===== src/rtl/pipe_ctrl_pkg.sv =====
// Shared definitions for the pipeline hazard controller: FSM states, NOP encoding and the
// per-mode pipeline-control bundles driven by pipe_hazard_ctrl.
package pipe_ctrl_pkg;

    typedef enum logic [1:0] {
        StRun,
        StFlush,
        StMemWait
    } hz_state_e;

    localparam logic [31:0] NopInstr = 32'h0000_0013;
    localparam logic [4:0]  RegZero  = 5'd0;

    typedef struct packed {
        logic pc_we;
        logic ifid_we;
        logic ifid_flush;
        logic idex_we;
        logic idex_bubble;
    } pipe_ctrl_t;

    localparam pipe_ctrl_t CtrlRun       = '{pc_we: 1'b1, ifid_we: 1'b1, ifid_flush: 1'b0,
                                             idex_we: 1'b1, idex_bubble: 1'b0};
    localparam pipe_ctrl_t CtrlReset     = '{pc_we: 1'b0, ifid_we: 1'b1, ifid_flush: 1'b1,
                                             idex_we: 1'b1, idex_bubble: 1'b1};
    localparam pipe_ctrl_t CtrlFreeze    = '{pc_we: 1'b0, ifid_we: 1'b0, ifid_flush: 1'b0,
                                             idex_we: 1'b0, idex_bubble: 1'b0};
    localparam pipe_ctrl_t CtrlFlush     = '{pc_we: 1'b1, ifid_we: 1'b1, ifid_flush: 1'b1,
                                             idex_we: 1'b1, idex_bubble: 1'b1};
    localparam pipe_ctrl_t CtrlLoadUse   = '{pc_we: 1'b0, ifid_we: 1'b0, ifid_flush: 1'b0,
                                             idex_we: 1'b1, idex_bubble: 1'b1};
    localparam pipe_ctrl_t CtrlFetchWait = '{pc_we: 1'b0, ifid_we: 1'b1, ifid_flush: 1'b1,
                                             idex_we: 1'b1, idex_bubble: 1'b0};

endpackage


===== src/rtl/load_use_detect.sv =====
// Load-use hazard compare: the load in EX writes a register the instruction in ID reads.
module load_use_detect
    import pipe_ctrl_pkg::*;
(
    input  logic       idex_mem_read,
    input  logic [4:0] idex_rd,
    input  logic [4:0] ifid_rs1,
    input  logic [4:0] ifid_rs2,
    input  logic       rs1_used,
    input  logic       rs2_used,
    output logic       load_use
);

    always_comb begin
        load_use = idex_mem_read && (idex_rd != RegZero) &&
                   ((rs1_used && (idex_rd == ifid_rs1)) ||
                    (rs2_used && (idex_rd == ifid_rs2)));
    end

endmodule


===== src/rtl/pipe_hazard_ctrl.sv =====
// Pipeline hazard controller: freezes on data-memory wait, flushes after taken branches,
// stalls on load-use and fetch misses, and counts PC-stall cycles.
module pipe_hazard_ctrl
    import pipe_ctrl_pkg::*;
#(
    parameter int unsigned FLUSH_CYCLES = 1
) (
    input  logic        clk,
    input  logic        rst,
    input  logic        imem_ready,
    input  logic        dmem_busy,
    input  logic        branch_taken,
    input  logic        idex_mem_read,
    input  logic [4:0]  idex_rd,
    input  logic [4:0]  ifid_rs1,
    input  logic [4:0]  ifid_rs2,
    input  logic        rs1_used,
    input  logic        rs2_used,
    output logic        pc_we,
    output logic        ifid_we,
    output logic        ifid_flush,
    output logic        idex_we,
    output logic        idex_bubble,
    output logic [15:0] stall_cnt
);

    localparam logic [1:0] FlushInit = 2'(FLUSH_CYCLES - 1);

    hz_state_e   state_q, state_d;
    logic [1:0]  cnt_q, cnt_d;
    logic [15:0] stall_q, stall_d;
    logic        load_use;
    logic        flushing;
    pipe_ctrl_t  ctrl;

    load_use_detect u_load_use_detect (
        .idex_mem_read (idex_mem_read),
        .idex_rd       (idex_rd),
        .ifid_rs1      (ifid_rs1),
        .ifid_rs2      (ifid_rs2),
        .rs1_used      (rs1_used),
        .rs2_used      (rs2_used),
        .load_use      (load_use)
    );

    // Leaving MEM_WAIT resumes the interrupted flush in the same cycle if one was pending.
    always_comb begin
        flushing = (state_q == StFlush) || ((state_q == StMemWait) && (cnt_q != 2'd0));
    end

    always_comb begin
        ctrl    = CtrlRun;
        state_d = state_q;
        cnt_d   = cnt_q;
        if (rst) begin
            ctrl    = CtrlReset;
            state_d = StRun;
            cnt_d   = 2'd0;
        end else if (dmem_busy) begin
            ctrl    = CtrlFreeze;
            state_d = StMemWait;
        end else if (branch_taken) begin
            ctrl    = CtrlFlush;
            cnt_d   = FlushInit;
            state_d = (FlushInit != 2'd0) ? StFlush : StRun;
        end else if (flushing) begin
            ctrl    = CtrlFlush;
            cnt_d   = (cnt_q != 2'd0) ? (cnt_q - 2'd1) : 2'd0;
            state_d = (cnt_d != 2'd0) ? StFlush : StRun;
        end else begin
            state_d = StRun;
            if (load_use) begin
                ctrl = CtrlLoadUse;
            end else if (!imem_ready) begin
                ctrl = CtrlFetchWait;
            end
        end
    end

    always_comb begin
        stall_d = stall_q;
        if (rst) begin
            stall_d = 16'd0;
        end else if (!ctrl.pc_we && (stall_q != 16'hFFFF)) begin
            stall_d = stall_q + 16'd1;
        end
    end

    always_ff @(posedge clk) begin
        state_q <= state_d;
        cnt_q   <= cnt_d;
        stall_q <= stall_d;
    end

    always_comb begin
        pc_we       = ctrl.pc_we;
        ifid_we     = ctrl.ifid_we;
        ifid_flush  = ctrl.ifid_flush;
        idex_we     = ctrl.idex_we;
        idex_bubble = ctrl.idex_bubble;
        stall_cnt   = stall_q;
    end

endmodule

===== config.mk =====
export PLATFORM = sky130hd
export DESIGN_NAME = pipe_hazard_ctrl
export DESIGN_NICKNAME = d
export VERILOG_FILES = /design/src/rtl/pipe_ctrl_pkg.sv /design/src/rtl/load_use_detect.sv /design/src/rtl/pipe_hazard_ctrl.sv
export SDC_FILE = /design/constraint.sdc
export NUM_CORES = 1
export LEC_CHECK = 0
export ABC_AREA = 1
export CAP_MARGIN = 20
export CORE_ASPECT_RATIO = 0.75
export CORE_MARGIN = 2
export CORE_UTILIZATION = 47
export CTS_CLUSTER_DIAMETER = 60
export DETAILED_ROUTE_END_ITERATION = 10
export HOLD_SLACK_MARGIN = 0.03
export PLACE_DENSITY = 0.92
export SLEW_MARGIN = 20
export SYNTH_ARGS = -nofsm -noshare
export SYNTH_HDL_FRONTEND = slang
export SYNTH_SLANG_ARGS = --single-unit

===== constraint.sdc =====
create_clock -name clk -period 1.79 [get_ports clk]
set_input_delay 0.358 -clock clk [delete_from_list [all_inputs] [get_ports clk]]
set_output_delay 0.358 -clock clk [all_outputs]
set_load 0.02 [all_outputs]

==> impl_metrics.sql <==
INSERT INTO impl_metrics (metric_group, metric, value, unit) VALUES
('placement', 'dpl.hpwl', '2.91', 'mm'),
('worst_setup_path', 'crit_path_kind', 'register to output pin', ''),
('timing', 'worstMarginPinSlew', '282', 'ps'),
('clock_tree', 'hold_fix_buffer_count_after_cts', '0', ''),
('floorplanning', 'die_area', '0.00356', 'mm^2'),
('floorplanning', 'num_io_pins', '44', ''),
('worst_setup_path', 'buffers_inverters_on_critical_path', '2', ''),
('synthesis', 'yosys_register_bits', '20', ''),
('worst_setup_path', 'timing.critical_path.fanout_max', '3', ''),
('finish', 'drive_above_1_share', '25.0', '%'),
('placement', 'place_ws', '-790', 'ps'),
('synthesis', 'synth-seq-area-share', '27.5', '%'),
('synthesis', 'synth_cell_type_count', '27', ''),
('timing', 'setup_violations', '2', ''),
('floorplanning', 'floorplan.core_area', '0.00296', 'mm^2'),
('finish', 'multi_input_area', '888', 'um^2'),
('run_status', 'outcome', 'finished, violations left', ''),
('global_route', 'largest_net_degree_at_the_start_of_global_routing', '20', ''),
('timing', 'setup_ws', '-10.3', 'ps'),
('worst_setup_path', 'crit_top_cell', 'sky130_fd_sc_hd__o21ai_2', ''),
('worst_setup_path', 'regToRegSetupSlack', '160', 'ps'),
('route', 'met3_length', '203', 'um'),
('timing', 'layout_min_cycle_time', '1800', 'ps'),
('timing', 'min_period_over_period', '101', '%'),
('synthesis', 'synth_edf_count', '0', ''),
('timing', 'hold_viol', '0', ''),
('synthesis', 'mappedNetlistArea', '0.00146', 'mm^2'),
('synthesis', 'synth.net_count', '242', ''),
('timing', 'slew-limit-headroom', '81.1', '%'),
('pwr', 'peakVddDrop', '0.000358', 'V'),
('route', 'top_signal_layer_used', 'met4', ''),
('synthesis', 'yosys_warnings', '0', ''),
('timing', 'hold_ws', '503', 'ps'),
('clock_tree', 'htree_levels', '1', ''),
('worst_setup_path', 'cpLargestDelayFamily', 'compound AO/OA/AOI/OAI gates', ''),
('global_route', 'gr-total-overflow', '0', ''),
('worst_setup_path', 'setup.worst_path.end_class', 'output pin', ''),
('pwr', 'power.static_leakage', '0.884', 'nW'),
('synthesis', 'netlist_instances', '218', ''),
('worst_setup_path', 'critical_path.max_stage_delay', '320', 'ps'),
('floorplanning', 'die_width', '68.3', 'um'),
('synthesis', 'postSynth.topFlopCell', 'sky130_fd_sc_hd__dfxtp_1', ''),
('synthesis', 'synth.avg_cell_area', '6.67', 'um^2'),
('synthesis', 'synth_async_sr_flop_share', '0', '%'),
('pwr', 'cellPowerDensity', '513', 'mW/mm^2'),
('route', 'route.antenna.remaining_nets', '0', ''),
('global_route', 'grt.total_usage', '23.3', '%'),
('route', 'detailroute.via_count', '1583', ''),
('worst_setup_path', 'crit_chain', 'o211ai_1 > o21ai_2 > o21ai_2 > inv_2 > nor2_4 > o21ai_1 > buf_4', ''),
('clock_tree', 'tritoncts', 'built', ''),
('clock_tree', 'clk_latency', '260', 'ps'),
('route', 'drt-met1-wl', '1.70', 'mm'),
('global_route', 'grt_pass1_vias', '1430', ''),
('timing', 'max_freq', '555', 'MHz'),
('worst_setup_path', 'cp_slowest_cell', 'sky130_fd_sc_hd__dfxtp_1', ''),
('finish', 'final.fill_count', '253', ''),
('worst_setup_path', 'cp_data_required_time', '1430', 'ps'),
('global_route', 'grt_pass1_wl', '6.24', 'mm'),
('timing', 'finalMaxSlewViolations', '0', ''),
('worst_setup_path', 'cp.arrival', '1440', 'ps'),
('timing', 'setup_repair_after_global_routing_missed_its_margin', 'true', ''),
('flow_run', 'cap_violations', '0', ''),
('floorplanning', 'floorplan.initialDensity', '49.2', '%'),
('route', 'drt_drc_violations_left', '0', ''),
('route', 'detailroute.wirelength.met2', '1.81', 'mm'),
('min_path', 'holdCritPathClass', 'register to register', ''),
('route', 'routed_via_density', '5.04', ''),
('route', 'detail_route.wl_per_cell', '12.0', 'um'),
('finish', 'antenna-diode-count', '0', ''),
('run_status', 'failed_checks', 'negative setup slack', ''),
('floorplanning', 'die_height', '52.2', 'um');
-- per-stage QoR --
| step | instance area, um^2 | std cells | util (%) | setup TNS (ps) | power, W |
|---|---|---|---|---|---|
| floorplan | 1460 | 218 | - | 0 | 0.000591 |
| global placement | 1980 | 309 | 66.9 | -9380 | 0.000689 |
| detailed placement | 1980 | 309 | 66.9 | -10920 | 0.000694 |
| CTS | 2020 | 314 | 68.4 | -162 | 0.00104 |
| global route | 2020 | 314 | 68.2 | -455 | 0.00108 |
| finish | 2020 | 314 | 68.2 | -14.6 | 0.00103 |
-- cell type report --
type | count | share of cell area (%)
Multi-Input combinational cell | 163 | 44.1
Timing Repair Buffer | 60 | 25.5
Sequential cell | 20 | 19.9
Inverter | 29 | 5.40
Clock buffer | 4 | 2.73
Tap cell | 38 | 2.36
-- report_power, final --
group / internal (W) / switching, W / leakage [nW]
Sequential: 0.000454 / 0.0000102 / 0.162
Clock: 0.000196 / 0.000159 / 0.0288
Combinational: 0.0000999 / 0.000114 / 0.693
-- worst register-to-register path: cells and delay by family, from the launching register on --
family / cells / cell delay, ps
compound gates: 3 / 360
flops: 1 / 320
buf+inv: 2 / 360
simple gates: 5 / 490
-- cell families after synthesis --
group,count (synthesis),synth area share [%]
compound gates,24,10.7
xor+xnor,13,7.82
fa+ha+maj,1,0.860
buf+inv,35,12.6
flops,20,27.5
simple gates,125,40.4
-- final timing paths --
path | start | cells after the start | end
worst max register to register | cnt_q[1]$_SDFFE_PP0P_ | 10 | stall_cnt[5]$_SDFFE_PP0P_
worst min-delay path | stall_cnt[9]$_SDFFE_PP0P_ | 2 | stall_cnt[9]$_SDFFE_PP0P_
worst max-delay path | cnt_q[1]$_SDFFE_PP0P_ | 7 | idex_bubble
worst min register to register | stall_cnt[9]$_SDFFE_PP0P_ | 2 | stall_cnt[9]$_SDFFE_PP0P_
-- repair_timing --
action	CTS	global route
endpoints found under the hold margin	0	0
pin swaps	13	16
buffers inserted	1	0
gates resized for setup	56	23
setup endpoints to repair	21	20
-- metal layers --
metal  up-vias  global-route usage, %
met5         -                      0
met4         0                   6.00
met3        11                   5.38
met2        46                   40.6
met1       719                   28.7
li1        807                      -
-- flip-flops by register name, summed over array words and instances (netlist names) --
signal,cells
cnt_q,2
stall_cnt,16
state_q,2
-- cell usage in the layout, fill, tap and decap left out, drive strengths merged, types with 4 or more instances in the layout --
cell type	instances
a21oi	15
buf	23
clkbuf	9
clkdlybuf4s15	7
clkdlybuf4s50	21
dfxtp	20
dlygate4sd2	4
inv	29
nand2	67
nand3	28
nor2	27
o21ai	6
xnor2	8
xor2	5
-- cells in the mapped netlist (2+ instances only) --
cell | count | share of area, %
sky130_fd_sc_hd__nor2_1 | 25 | 6.4
sky130_fd_sc_hd__inv_2 | 3 | 0.77
sky130_fd_sc_hd__o21ai_0 | 6 | 2.1
sky130_fd_sc_hd__xor2_1 | 5 | 3.0
sky130_fd_sc_hd__dfxtp_1 | 20 | 28
sky130_fd_sc_hd__nand3_1 | 20 | 6.9
sky130_fd_sc_hd__a21oi_1 | 7 | 2.4
sky130_fd_sc_hd__nand3_2 | 8 | 5.5
sky130_fd_sc_hd__nand2_2 | 3 | 1.3
sky130_fd_sc_hd__xnor2_1 | 8 | 4.8
sky130_fd_sc_hd__nand2_4 | 2 | 1.5
sky130_fd_sc_hd__a21oi_2 | 8 | 4.8
sky130_fd_sc_hd__buf_6 | 2 | 1.5
sky130_fd_sc_hd__inv_1 | 26 | 6.7
sky130_fd_sc_hd__nand2_1 | 62 | 16
sky130_fd_sc_hd__nand4_1 | 2 | 0.86
No activity file was read; power rests on OpenSTA's default activity.
==> edit 1 (same flow settings) <==
Encoding of `hz_state_e`: now one-hot (3 bits for 3 states).
--- a/src/rtl/pipe_ctrl_pkg.sv
+++ b/src/rtl/pipe_ctrl_pkg.sv
@@ -3,8 +3,8 @@
 package pipe_ctrl_pkg;
 
-    typedef enum logic [1:0] {
-        StRun,
-        StFlush,
-        StMemWait
+    typedef enum logic [2:0] {
+        StRun     = 3'b001,
+        StFlush   = 3'b010,
+        StMemWait = 3'b100
     } hz_state_e;
 
Formal check against the unedited RTL: same outputs for any inputs over 10 cycles, from zero or initial values and one cycle with rst high; not proved beyond that.
==> edit 1 against the original RTL <==
  * The run still ends with negative setup slack left
  * Highest routed layer unchanged
  * Non-clock buffer count rose by 10
  * Routed wire length grew 24%
  * Power rose by 2.5%
  * Synthesized cell count decreased by 1.4%
  * Sequential cell count increased by 1
  * Synthesized area down 2.3%
  * Design area grew 7.5%
  * Sequential power is 5.4% higher
  * Largest cell class unchanged
  * Count of clock-buffer cells in the layout unchanged
  * Setup slack lost 0.24 ns
  * Combinational power is 18% higher
  * Register-to-register slack worse by 0.26 ns
==> edit 1: results (changes against the original RTL) <==
- Via count: 1754 (+11%)
- Violated checks: negative setup slack
- Hold_sp: stall_cnt[7]
- Layout cells sized above 1: 31.45% (+6.4 points)
- Mean routed wirelength per cell: 14.60 um (+21%)
- Max VDD drop: 0.0003685 V (+3.0%)
- Post-synthesis adder-cell area fraction: 0.8803% (+0.020 points)
- M1 WL: 1.876 mm (+11%)
- GR Layer Usage met3: 7.359% (+2.0 points)
- Post-DP HPWL: 3.130 mm (+7.7%)
- Top cells by count, synth: nand2_1 (56), inv_1 (28), nand3_1 (24)
- Register-to-register setup slack: -0.10 ns (-0.26 ns)
- Status: finished with violations
- Vias per cell: 5.464 (+8.4%)
- Met1 GRT Util: 34.77% (+6.0 points)
- Pre-antenna DRT Iters: 5 (+1)
- Sw Share: 28.76% (+1.4 points)
- Total track usage: 28.26% (+5.0 points)
- Sequential area share after synthesis: 29.58% (+2.1 points)
- Critical Path Slowest Stage Cell: dfxtp_2
- Clk_skew: 0.001459 ns (-0.002919 ns)
- WHS: 0.4979 ns (-0.005120 ns)
- Final WS setup: -0.2547 ns (-0.2443 ns)
- Final #Nets: 308 (+2.3%)
- Global-route wire length before repair: 7.452 mm (+19%)
- WP data arrival: 1.69 ns (+0.25 ns)
- Syn Area/Cell: 6.611 um2 (-0.96%)
- Largest net degree at the start of global routing: 19 (-5.0%)
- Wire length on met3: 423 um (+110%)
- Clock power frac: 30.0% (-4.3 points)
- Worst slew margin: 72.89% (-8.2 points)
- Top cells by area, synth: dfxtp_1 (30%), nand2_1 (15%), nand3_1 (8.5%)
- Sequential power share: 46.1% (+1.1 points)
- Pre-CTS WS: -0.8221 ns (-0.03245 ns)
- Reg2reg path depth: 13 (+3)
- Compound-Gate Fraction of Synth Area: 11.80% (+1.0 points)
- Min-Delay Endpoint: stall_cnt[7]
- Met2 wire length: 2.156 mm (+19%)
- Final Setup Violations: 10 (+8)
- Gp weighted congestion: 0.9526 (-0.56%)
==> edit 1: cell count changes after synthesis, moves of 3 or more <==
| cell | before | now |
|---|---|---|
| nor2_1 | 25 | 22 |
| xor2_1 | 5 | 10 |
| nand3_1 | 20 | 24 |
| nand2_1 | 62 | 56 |
| inv_2 | 3 | 0 |
| nand2_2 | 3 | 7 |
| xnor2_1 | 8 | 4 |
| nand3_2 | 8 | 0 |
==> edit 1: layout make-up <==
class	count	area, um2
multi-input cells	160	913.4
flip-flops and latches	21	440.4
inverters	28	105.1
repair buffers	70	615.6
fillers	212	747.0
clock buffers	4	45.04
well taps	38	47.55
==> edit 1: worst max path at each step <==
stage / to / slack, ns / depth (start not counted)
2_1_floorplan: stall_cnt[11] / -0.06 / 10
3_3_place_gp: idex_bubble / -0.80 / 10
3_5_place_dp: ifid_flush / -0.82 / 9
4_1_cts: idex_bubble / -0.16 / 9
5_1_grt: ifid_flush / -0.32 / 9
6_report: ifid_we / -0.25 / 9
==> edit 2 (same flow settings) <==
Without the edit above. Put a register stage on the output `stall_cnt`. The value now appears one clock later. The other outputs are not delayed to match.
--- a/src/rtl/pipe_hazard_ctrl.sv
+++ b/src/rtl/pipe_hazard_ctrl.sv
@@ -26,4 +26,6 @@
 
     localparam logic [1:0] FlushInit = 2'(FLUSH_CYCLES - 1);
+
+    logic [15:0] stall_cnt_d;
 
     hz_state_e   state_q, state_d;
@@ -99,5 +101,9 @@
         idex_we     = ctrl.idex_we;
         idex_bubble = ctrl.idex_bubble;
-        stall_cnt   = stall_q;
+        stall_cnt_d = stall_q;
+    end
+
+    always_ff @(posedge clk) begin
+        stall_cnt <= stall_cnt_d;
     end
 
Function: changed (Yosys sat finds a counterexample within 4 cycles, from zero or initial values and one cycle with rst high).
==> edit 2 against the original RTL <==
  * The run still ends with negative setup slack left
  * Design area increased by 25%
  * Combinational power rose by 9.8%
  * Sequential cell count increased by 16
  * Synthesized area increased by 23%
  * Clock power grew 72%
  * Utilization rose by 0.38 points
  * Routed wire length is 11% higher
  * First-iteration DRC count increased by 30%
  * Sequential share of layout area grew 8.9 points
  * Setup slack got worse by 0.082 ns
  * Sequential power up 78%
  * Power up 61%
  * Cell count up 14%
  * Synthesized cell count grew 8.7%
==> edit 2: results (changes against the original RTL) <==
- Syn Area/Cell: 7.560 um2 (+13%)
- Syn-to-layout area delta: 40.08%
- Pre-CTS WS: -0.7941 ns (-0.004421 ns)
- Non-clock inverter count: 32 (+10%)
- Synth Net Count: 261 (+7.9%)
- Top cells by area, synth: dfxtp_1 (40%), nand2_1 (13%), nand3_1 (5.9%)
- Setup bufs post-CTS: 7 (+6)
- Max VDD drop: 0.0005494 V (+54%)
- Critical Path Slowest Stage Cell: dfxtp_2
- Placed instance area: 2344 um2 (+18%)
- Worst slew margin: 77.62% (-3.5 points)
- Violated checks: negative setup slack
- DP Cell Count: 343 (+11%)
- Post-DP HPWL: 2.844 mm (-2.1%)
- Post_cts resized: 59 (+5.4%)
- Final Setup Violations: 5 (+3)
- Clock Network Area Fraction: 3.838% (+1.1 points)
- Routed Wire Length: 4.180 mm (+11%)
- Final WS setup: -0.09255 ns (-0.08221 ns)
- CTS Buf Count: 5 (+2)
- Status: finished with violations
- WP data arrival: 1.52 ns (+0.08 ns)
- Top cells by count, synth: nand2_1 (60), dfxtp_1 (36), inv_1 (27)
- Vias in the first global route: 1621 (+13%)
- Setup TNS: -0.3124 ns (-0.2978 ns)
- Buffers excl. clock: 69 (+15%)
- Synth unique cells: 29 (+7.4%)
- Fillers: 303 (+20%)
- Sequential area share after synthesis: 40.22% (+13 points)
- Via count: 1738 (+9.8%)
- Tap Cells: 52 (+37%)
- Initial DRC Count: 108 (+30%)
- Sw Share: 23.79% (-3.6 points)
edit 2: cell count changes in the layout (fill, tap and decap cells not counted), moves of 3 or more:
cell / change
o21ai_1: +3
buf_4: +6
clkbuf_8: +3
nand2_1: -3
clkbuf_2: -3
dfxtp_1: +15
edit 2: cell families after synthesis:
kind of cell	count (synthesis)	synth area share, %
adder cells (fa/ha/maj)	1	0.6982
AND/OR/NAND/NOR	124	33.24
AO/OA/AOI/OAI	25	8.799
buffers and inverters	38	10.68
flip-flops	36	40.22
XOR/XNOR	13	6.355
edit 2: per-layer routing:
layer | share of wire [%] | up-vias | wire [um] | GRT usage [%]
met5 | 0 | - | 0 | 0
met4 | 1.9 | 0 | 78 | 12.28
met3 | 7.0 | 8 | 293 | 5.477
met2 | 48 | 63 | 2002 | 32.30
met1 | 43 | 780 | 1805 | 27.17
li1 | - | 887 | - | -
edit 2: power groups by stage:
stage	registers [W]	logic [W]	clock network, W
finish	0.000824	0.000235	0.000609
floorplan	0.000852	0.000105	0
global route	0.000826	0.000255	0.000648
global placement	0.000841	0.000220	0
CTS	0.000824	0.000224	0.000620
detailed placement	0.000841	0.000224	0
edit 2: final timing paths:
| kind | startpoint | end | slack, ns | depth (start not counted) |
|---|---|---|---|---|
| worst max register to register | state_q[0] | cnt_q[0] | -0.03 | 13 |
| worst min register to register | stall_cnt_d[15] | stall_cnt[15] | 0.40 | 0 |
| worst max-delay path | cnt_q[0] | idex_bubble | -0.09 | 7 |
| worst min-delay path | stall_cnt_d[15] | stall_cnt[15] | 0.40 | 0 |
edit 2: worst register-to-register path, delay by kind of cell (launching register included):
family                 cells  cell delay (ns)
AO/OA/AOI/OAI              5             0.51
buffers and inverters      8             0.90
flip-flops                 1             0.32
